`config.mk`:
```
export PLATFORM = sky130hd
export DESIGN_NAME = ssd_ctrl_flat
export DESIGN_NICKNAME = d
export VERILOG_FILES = /design/src/rtl/ssd_ctrl_if.sv /design/src/rtl/ssd_ctrl.sv /design/src/flat_wrapper.sv
export SDC_FILE = /design/constraint.sdc
export NUM_CORES = 1
export LEC_CHECK = 0
export ABC_AREA = 1
export CORE_ASPECT_RATIO = 1.5
export CORE_MARGIN = 2
export CORE_UTILIZATION = 25
export DETAILED_ROUTE_END_ITERATION = 10
export DONT_BUFFER_PORTS = 1
export PLACE_DENSITY = 0.47
export RECOVER_POWER = 25
export SLEW_MARGIN = 30
export SYNTH_ARGS = -nofsm -noshare
export SYNTH_HDL_FRONTEND = slang
export SYNTH_SLANG_ARGS = --single-unit
```
`constraint.sdc`:
```
create_clock -name clk -period 4.7 [get_ports clk]
set_input_delay 0.94 -clock clk [delete_from_list [all_inputs] [get_ports clk]]
set_output_delay 0.94 -clock clk [all_outputs]
set_load 0.1 [all_outputs]
```
`src/rtl/ssd_ctrl_if.sv`:
```
// Display-controller bus: base content, two message requesters, abort, display outputs.
// Latency: none, this is only the bundled set of signals.
// Backpressure: requesters hold req until they see their one-cycle ack.
interface ssd_ctrl_if;
   logic [31:0] base_disp;
   logic        req0;
   logic        req1;
   logic [31:0] msg0;
   logic [31:0] msg1;
   logic        clr;
   logic        ack0;
   logic        ack1;
   logic [7:0]  disp0;
   logic [7:0]  disp1;
   logic [7:0]  disp2;
   logic [7:0]  disp3;
   logic        busy;
   logic        src;

   modport master (
      output base_disp, req0, req1, msg0, msg1, clr,
      input  ack0, ack1, disp0, disp1, disp2, disp3, busy, src
   );

   modport slave (
      input  base_disp, req0, req1, msg0, msg1, clr,
      output ack0, ack1, disp0, disp1, disp2, disp3, busy, src
   );
endinterface

```
`src/rtl/ssd_ctrl.sv`:
```
// 4-digit display controller: shows base_disp, or a granted message for HOLD_CYCLES (SSD_BLINK_EN adds blinking).
// Latency: 1 cycle from base_disp/grant to disp; ack pulses in the first SHOW cycle.
// Backpressure: req0/req1 stay pending while held high; req0 preempts a req1 message, clr aborts.
module ssd_ctrl #(
   parameter int unsigned HOLD_CYCLES  = 50_000_000,
   parameter int unsigned BLINK_CYCLES = 12_500_000,
   parameter logic [7:0]  BLANK_PAT    = 8'hFF
) (
   input  logic       clk,
   input  logic       rst,
   ssd_ctrl_if.slave  bus
);

   localparam logic [31:0] HOLD_LAST  = 32'(HOLD_CYCLES - 1);
   localparam logic [31:0] BLANK_WORD = {4{BLANK_PAT}};

   // Reject illegal zero-length timing at elaboration.
   if (HOLD_CYCLES == 0) begin : g_hold_chk
      $error("HOLD_CYCLES must be at least 1");
   end
   if (BLINK_CYCLES == 0) begin : g_blink_chk
      $error("BLINK_CYCLES must be at least 1");
   end

   typedef enum logic {IDLE, SHOW} state_t;

   state_t      state, state_n;
   logic [31:0] hcnt, hcnt_n;
   logic [31:0] disp_q, disp_n;
   logic        src_q, src_n;
   logic        ack0_q, ack0_n;
   logic        ack1_q, ack1_n;
   logic        grant0, grant1;

`ifdef SSD_BLINK_EN
   localparam logic [31:0] BLINK_LAST = 32'(BLINK_CYCLES - 1);
   logic [31:0] bcnt, bcnt_n;
   logic        phase, phase_n;
   logic [31:0] msg_q, msg_n;
`endif

   // Next-state, grant arbitration and display selection.
   always_comb begin
      state_n = state;
      hcnt_n  = hcnt;
      disp_n  = disp_q;
      src_n   = src_q;
      ack0_n  = 1'b0;
      ack1_n  = 1'b0;
      grant0  = 1'b0;
      grant1  = 1'b0;
`ifdef SSD_BLINK_EN
      bcnt_n  = bcnt;
      phase_n = phase;
      msg_n   = msg_q;
`endif
      case (state)
         IDLE: begin
            hcnt_n = '0;
            disp_n = bus.base_disp;
`ifdef SSD_BLINK_EN
            bcnt_n  = '0;
            phase_n = 1'b0;
`endif
            if (bus.req0) begin
               grant0 = 1'b1;
            end else if (bus.req1) begin
               grant1 = 1'b1;
            end
         end
         SHOW: begin
            // clr outranks preemption, which outranks hold expiry.
            if (bus.clr) begin
               state_n = IDLE;
               hcnt_n  = '0;
               disp_n  = bus.base_disp;
            end else if (bus.req0 && src_q) begin
               grant0 = 1'b1;
            end else if (hcnt == HOLD_LAST) begin
               state_n = IDLE;
               hcnt_n  = '0;
               disp_n  = bus.base_disp;
            end else begin
               hcnt_n = hcnt + 32'd1;
`ifdef SSD_BLINK_EN
               if (bcnt == BLINK_LAST) begin
                  bcnt_n  = '0;
                  phase_n = ~phase;
               end else begin
                  bcnt_n = bcnt + 32'd1;
               end
               disp_n = phase_n ? BLANK_WORD : msg_q;
`endif
            end
         end
         default: state_n = IDLE;
      endcase

      if (grant0 || grant1) begin
         state_n = SHOW;
         hcnt_n  = '0;
         src_n   = grant1;
         ack0_n  = grant0;
         ack1_n  = grant1;
         disp_n  = grant0 ? bus.msg0 : bus.msg1;
`ifdef SSD_BLINK_EN
         bcnt_n  = '0;
         phase_n = 1'b0;
         msg_n   = grant0 ? bus.msg0 : bus.msg1;
`endif
      end
   end

   // State, counters and registered outputs.
   always_ff @(posedge clk) begin
      if (rst) begin
         state  <= IDLE;
         hcnt   <= '0;
         disp_q <= BLANK_WORD;
         src_q  <= 1'b0;
         ack0_q <= 1'b0;
         ack1_q <= 1'b0;
`ifdef SSD_BLINK_EN
         bcnt   <= '0;
         phase  <= 1'b0;
         msg_q  <= BLANK_WORD;
`endif
      end else begin
         state  <= state_n;
         hcnt   <= hcnt_n;
         disp_q <= disp_n;
         src_q  <= src_n;
         ack0_q <= ack0_n;
         ack1_q <= ack1_n;
`ifdef SSD_BLINK_EN
         bcnt   <= bcnt_n;
         phase  <= phase_n;
         msg_q  <= msg_n;
`endif
      end
   end

   assign bus.disp0 = disp_q[7:0];
   assign bus.disp1 = disp_q[15:8];
   assign bus.disp2 = disp_q[23:16];
   assign bus.disp3 = disp_q[31:24];
   assign bus.busy  = (state == SHOW);
   assign bus.src   = src_q;
   assign bus.ack0  = ack0_q;
   assign bus.ack1  = ack1_q;

endmodule

```
`src/flat_wrapper.sv`:
```
// flat-port wrapper written by rule: the top's interface ports become plain ports
module ssd_ctrl_flat 
#(
   parameter int unsigned HOLD_CYCLES  = 50_000_000,
   parameter int unsigned BLINK_CYCLES = 12_500_000,
   parameter logic [7:0]  BLANK_PAT    = 8'hFF
)
  (clk, rst, bus_base_disp, bus_req0, bus_req1, bus_msg0, bus_msg1, bus_clr, bus_ack0, bus_ack1, bus_disp0, bus_disp1, bus_disp2, bus_disp3, bus_busy, bus_src);
  ssd_ctrl_if bus_i ();
  input  logic clk;
  input  logic rst;
  input wire logic [$bits(bus_i.base_disp)-1:0] bus_base_disp;
  input wire logic [$bits(bus_i.req0)-1:0] bus_req0;
  input wire logic [$bits(bus_i.req1)-1:0] bus_req1;
  input wire logic [$bits(bus_i.msg0)-1:0] bus_msg0;
  input wire logic [$bits(bus_i.msg1)-1:0] bus_msg1;
  input wire logic [$bits(bus_i.clr)-1:0] bus_clr;
  output wire logic [$bits(bus_i.ack0)-1:0] bus_ack0;
  output wire logic [$bits(bus_i.ack1)-1:0] bus_ack1;
  output wire logic [$bits(bus_i.disp0)-1:0] bus_disp0;
  output wire logic [$bits(bus_i.disp1)-1:0] bus_disp1;
  output wire logic [$bits(bus_i.disp2)-1:0] bus_disp2;
  output wire logic [$bits(bus_i.disp3)-1:0] bus_disp3;
  output wire logic [$bits(bus_i.busy)-1:0] bus_busy;
  output wire logic [$bits(bus_i.src)-1:0] bus_src;
  assign bus_i.base_disp = bus_base_disp;
  assign bus_i.req0 = bus_req0;
  assign bus_i.req1 = bus_req1;
  assign bus_i.msg0 = bus_msg0;
  assign bus_i.msg1 = bus_msg1;
  assign bus_i.clr = bus_clr;
  assign bus_ack0 = bus_i.ack0;
  assign bus_ack1 = bus_i.ack1;
  assign bus_disp0 = bus_i.disp0;
  assign bus_disp1 = bus_i.disp1;
  assign bus_disp2 = bus_i.disp2;
  assign bus_disp3 = bus_i.disp3;
  assign bus_busy = bus_i.busy;
  assign bus_src = bus_i.src;
  ssd_ctrl #(.HOLD_CYCLES(HOLD_CYCLES), .BLINK_CYCLES(BLINK_CYCLES), .BLANK_PAT(BLANK_PAT)) u_core (.clk(clk), .rst(rst), .bus(bus_i));
endmodule
```
==> impl_summary.txt <==
----------------------------------------------------
[Logic synthesis]
  Warning count from the yosys run ... 0
  Number of distinct library cells after synthesis ... 24
  Dominant cell by count in the synthesized netlist ... sky130_fd_sc_hd__nand2_1
  Share of the synthesized area in the top cell type ... 35.51%
  Commonest register cell after synthesis ... sky130_fd_sc_hd__dfxtp_1
  Cell type with the highest aggregate area in the netlist ... sky130_fd_sc_hd__dfxtp_1
  Post-Syn Nets ... 716
  Top post-synthesis cells by count ... sky130_fd_sc_hd__nand2_1 (212), sky130_fd_sc_hd__nand3_1 (88), sky130_fd_sc_hd__nor2_1 (75)
  Sequential-to-total area share from yosys stat ... 35.51%
  Post-synthesis async set-or-reset flop share ... 0%
  Synthesized netlist cell count ... 614
  Cell area after synthesis ... 0.003834 mm^2
  Number of flops mapped to enable cells by yosys ... 0
  Flops & latches, synth ... 68
  Post-synthesis average cell area ... 6.244 um^2
  Synth area leaders ... sky130_fd_sc_hd__dfxtp_1 (36%), sky130_fd_sc_hd__nand2_1 (21%), sky130_fd_sc_hd__nand3_1 (11%)

[Worst hold path]
  Worst min path class ... register to register

[Critical path]
  Critical path buffer and inverter count ... 4
  Capturing element type of the critical path ... register
  Cell type group with the largest total delay on the critical path ... simple AND/OR/NAND/NOR gates
  Required time at the endpoint of the critical path ... 4.89 ns
  Startpoint class of the critical path ... register
  Most common cell type on the critical path ... sky130_fd_sc_hd__nand2_1
  Cell with the largest stage delay on the worst path ... sky130_fd_sc_hd__nand2_1
  Highest net fanout along the worst path ... 33
  CP Cell Sequence ... buf_4 > nand2_1 > inv_2 > nand2_1 > nand2_1 > inv_1 > nand2_1 > clkinv_1 > nand2_1 > nand3_1 > nand2_1 > nand3_1
  Worst EP arrival ... 3.74 ns
  Crit-path max cell delay ... 0.76 ns
  Class of the most critical setup path ... register to register

[Route]
  DR vias/cell ... 4.805
  Final ANT Viol Nets ... 0
  DRC ... 0
  DR pass1 iterations ... 5
  Drt first-iter violations ... 148
  Post-detailed-routing wire length ... 11290 um
  WL per Instance ... 14.03 um
  Vias after detailed routing ... 3868

[CTS]
  Clock transition at the registers of the reported paths ... 0.06 ns
  Cts repair resizes ... 0
  Worst skew pair latency ... 0.34 ns
  CTS max path bufs ... 2
  TritonCTS clock tree ... yes
  Clock net sink count ... 68
  Postcts setup bufs ... 0
  Number of buffers added to fix hold violations after cts ... 0
  CTS Root Cell ... sky130_fd_sc_hd__clkbuf_16
  TritonCTS buffer count ... 9
  Deepest level of the CTS H-tree ... 3

[Cells and area]
  Count of nets after finishing ... 703
  Number of fill cells in the layout ... 1676
  Area of the multi-input gates ... 0.002152 mm^2
  Area taken by flip-flops and latches ... 0.001361 mm^2
  Count of inserted antenna diode cells ... 0
  Proportion of layout cells with a drive suffix above 1 ... 5.116%
  Non-filler instance count after layout ... 805
  Area overhead of the layout relative to synthesis ... 11.68%

[Die]
  Initial core utilization ... 25.44%
  Die outline area ... 0.01636 mm^2
  Area of the placeable core ... 0.01507 mm^2
  Row count ... 55
  Ports placed on the boundary ... 137
  Chip Height ... 155.7 um
  Die Width ... 105.1 um

[Timing]
  TNS Setup ... 0 ns
  Slew Limit Fails ... 0
  Achievable frequency ... 0.2812 GHz
  Unrepaired setup endpoints after global routing ... no
  Post-route clock period utilization ... 75.66%
  Max transition margin ... 29.00%
  Hold Fails Final Rpt ... 0
  Skew final ... 0.009066 ns
  Transition time of the tightest slew-check pin ... 1.062 ns
  Final setup violation count ... 0
  Clock period minus worst slack ... 3.556 ns

[Placement]
  Count of input and output buffers ... 0
  RePlAce Congestion ... 0.8541
  Hpwl dp ... 8680 um
  Placed cells ... 789

[GRT]
  Met3 track demand over resource ... 3.843%
  Global-route track usage on met2 ... 26.38%
  Pin count of the biggest net entering global routing ... 38
  GRT Resource Usage Total ... 13.72%
  Global route overflow ... 0
  Vias in the first global route ... 3709
  Initial antenna violation count ... 0
  GR peak layer ... met2
  Global-route wire length before repair ... 17930 um
  GR Util met1 ... 13.76%

[Power]
  Total leakage power ... 1.697 nW
  VDD IR max ... 0.1432 mV
  Power density relative to cell area ... 402.6 mW/mm^2
  Design Power ... 1.724 mW

[Outcome]
  Outcome ... complete, no violations

[Job]
  Reported max-cap violation count ... 0

----------------------------------------------------
[flip-flops by register name, indices dropped and copies added (netlist names)]
| register | flops |
|---|---|
| u_core.bus.ack0 | 1 |
| u_core.bus.ack1 | 1 |
| u_core.bus.busy | 1 |
| u_core.bus.src | 1 |
| u_core.disp_q | 32 |
| u_core.hcnt | 32 |
[cells by family after synthesis]
group	Yosys count	share of synthesized area, %
XOR/XNOR	15	3.427
AO/OA/AOI/OAI	13	1.762
adder cells (fa/ha/maj)	1	0.3263
flip-flops	68	35.51
buffers and inverters	76	8.224
AND/OR/NAND/NOR	441	50.75
[area by class of cell]
type	count	area share, %
Tap cell	199	5.815
Multi-Input combinational cell	470	50.26
Sequential cell	68	31.79
Timing Repair Buffer	4	0.7013
Inverter	48	4.208
Clock buffer	10	5.582
Clock inverter	6	1.636
[cells in the final DEF (no fill, tap or decap), drive strengths merged]
cell type	n
a21oi	3
o21ai	9
bufinv	1
nor3b	1
nor2	79
buf	4
ha	1
clkinvlp	3
nand3	90
clkinv	2
xnor2	6
xor2	9
clkbuf	10
a21boi	1
nand4	45
nor3	8
inv	48
nand2	217
dfxtp	68
nand3b	1
[final timing paths]
path	from	end	slack [ns]	cells after the start
setup / recovery	u_core.bus.src$_SDFFE_PP0N_	u_core.disp_q[16]$_SDFFE_PP1P_	1.14	12
hold reg to reg	u_core.hcnt[1]$_SDFFE_PP0P_	u_core.hcnt[1]$_SDFFE_PP0P_	0.51	2
setup reg to reg	u_core.bus.src$_SDFFE_PP0N_	u_core.disp_q[16]$_SDFFE_PP1P_	1.14	12
hold / removal	u_core.hcnt[1]$_SDFFE_PP0P_	u_core.hcnt[1]$_SDFFE_PP0P_	0.51	2
[worst min-delay path: cells and delay by family (launching register included)]
family           cells  cell delay [ns]
flip-flops           1             0.32
AO/OA/AOI/OAI        1             0.08
AND/OR/NAND/NOR      1             0.06
[layer usage]
metal,up-vias,part of all wire (%),routed length [um]
met1,1721,39,4349
met4,0,2.8,320
li1,1965,-,-
met2,161,52,5818
met5,-,0,0
met3,21,7.1,805
[where the power goes]
part	switching [mW]	leakage [nW]	total, mW	internal [mW]
clock network	0.273	0.142	0.702	0.429
logic	0.109	0.996	0.157	0.0476
registers	0.256	0.559	0.865	0.610
total	0.638	1.70	1.72	1.09
[metrics by stage]
stage	util (%)	setup slack (ns)	area, um^2	hold slack, ns
final	28.41	1.144	4282	0.5113
after global routing	28.41	0.8261	4282	0.5590
after CTS	28.47	1.674	4290	0.5205
after detailed placement	26.42	1.308	3981	0.5122
after global placement	26.40	1.351	3979	0.5068
after floorplan	-	2.502	3834	0.4682
Power figures use the tool's default switching activity.
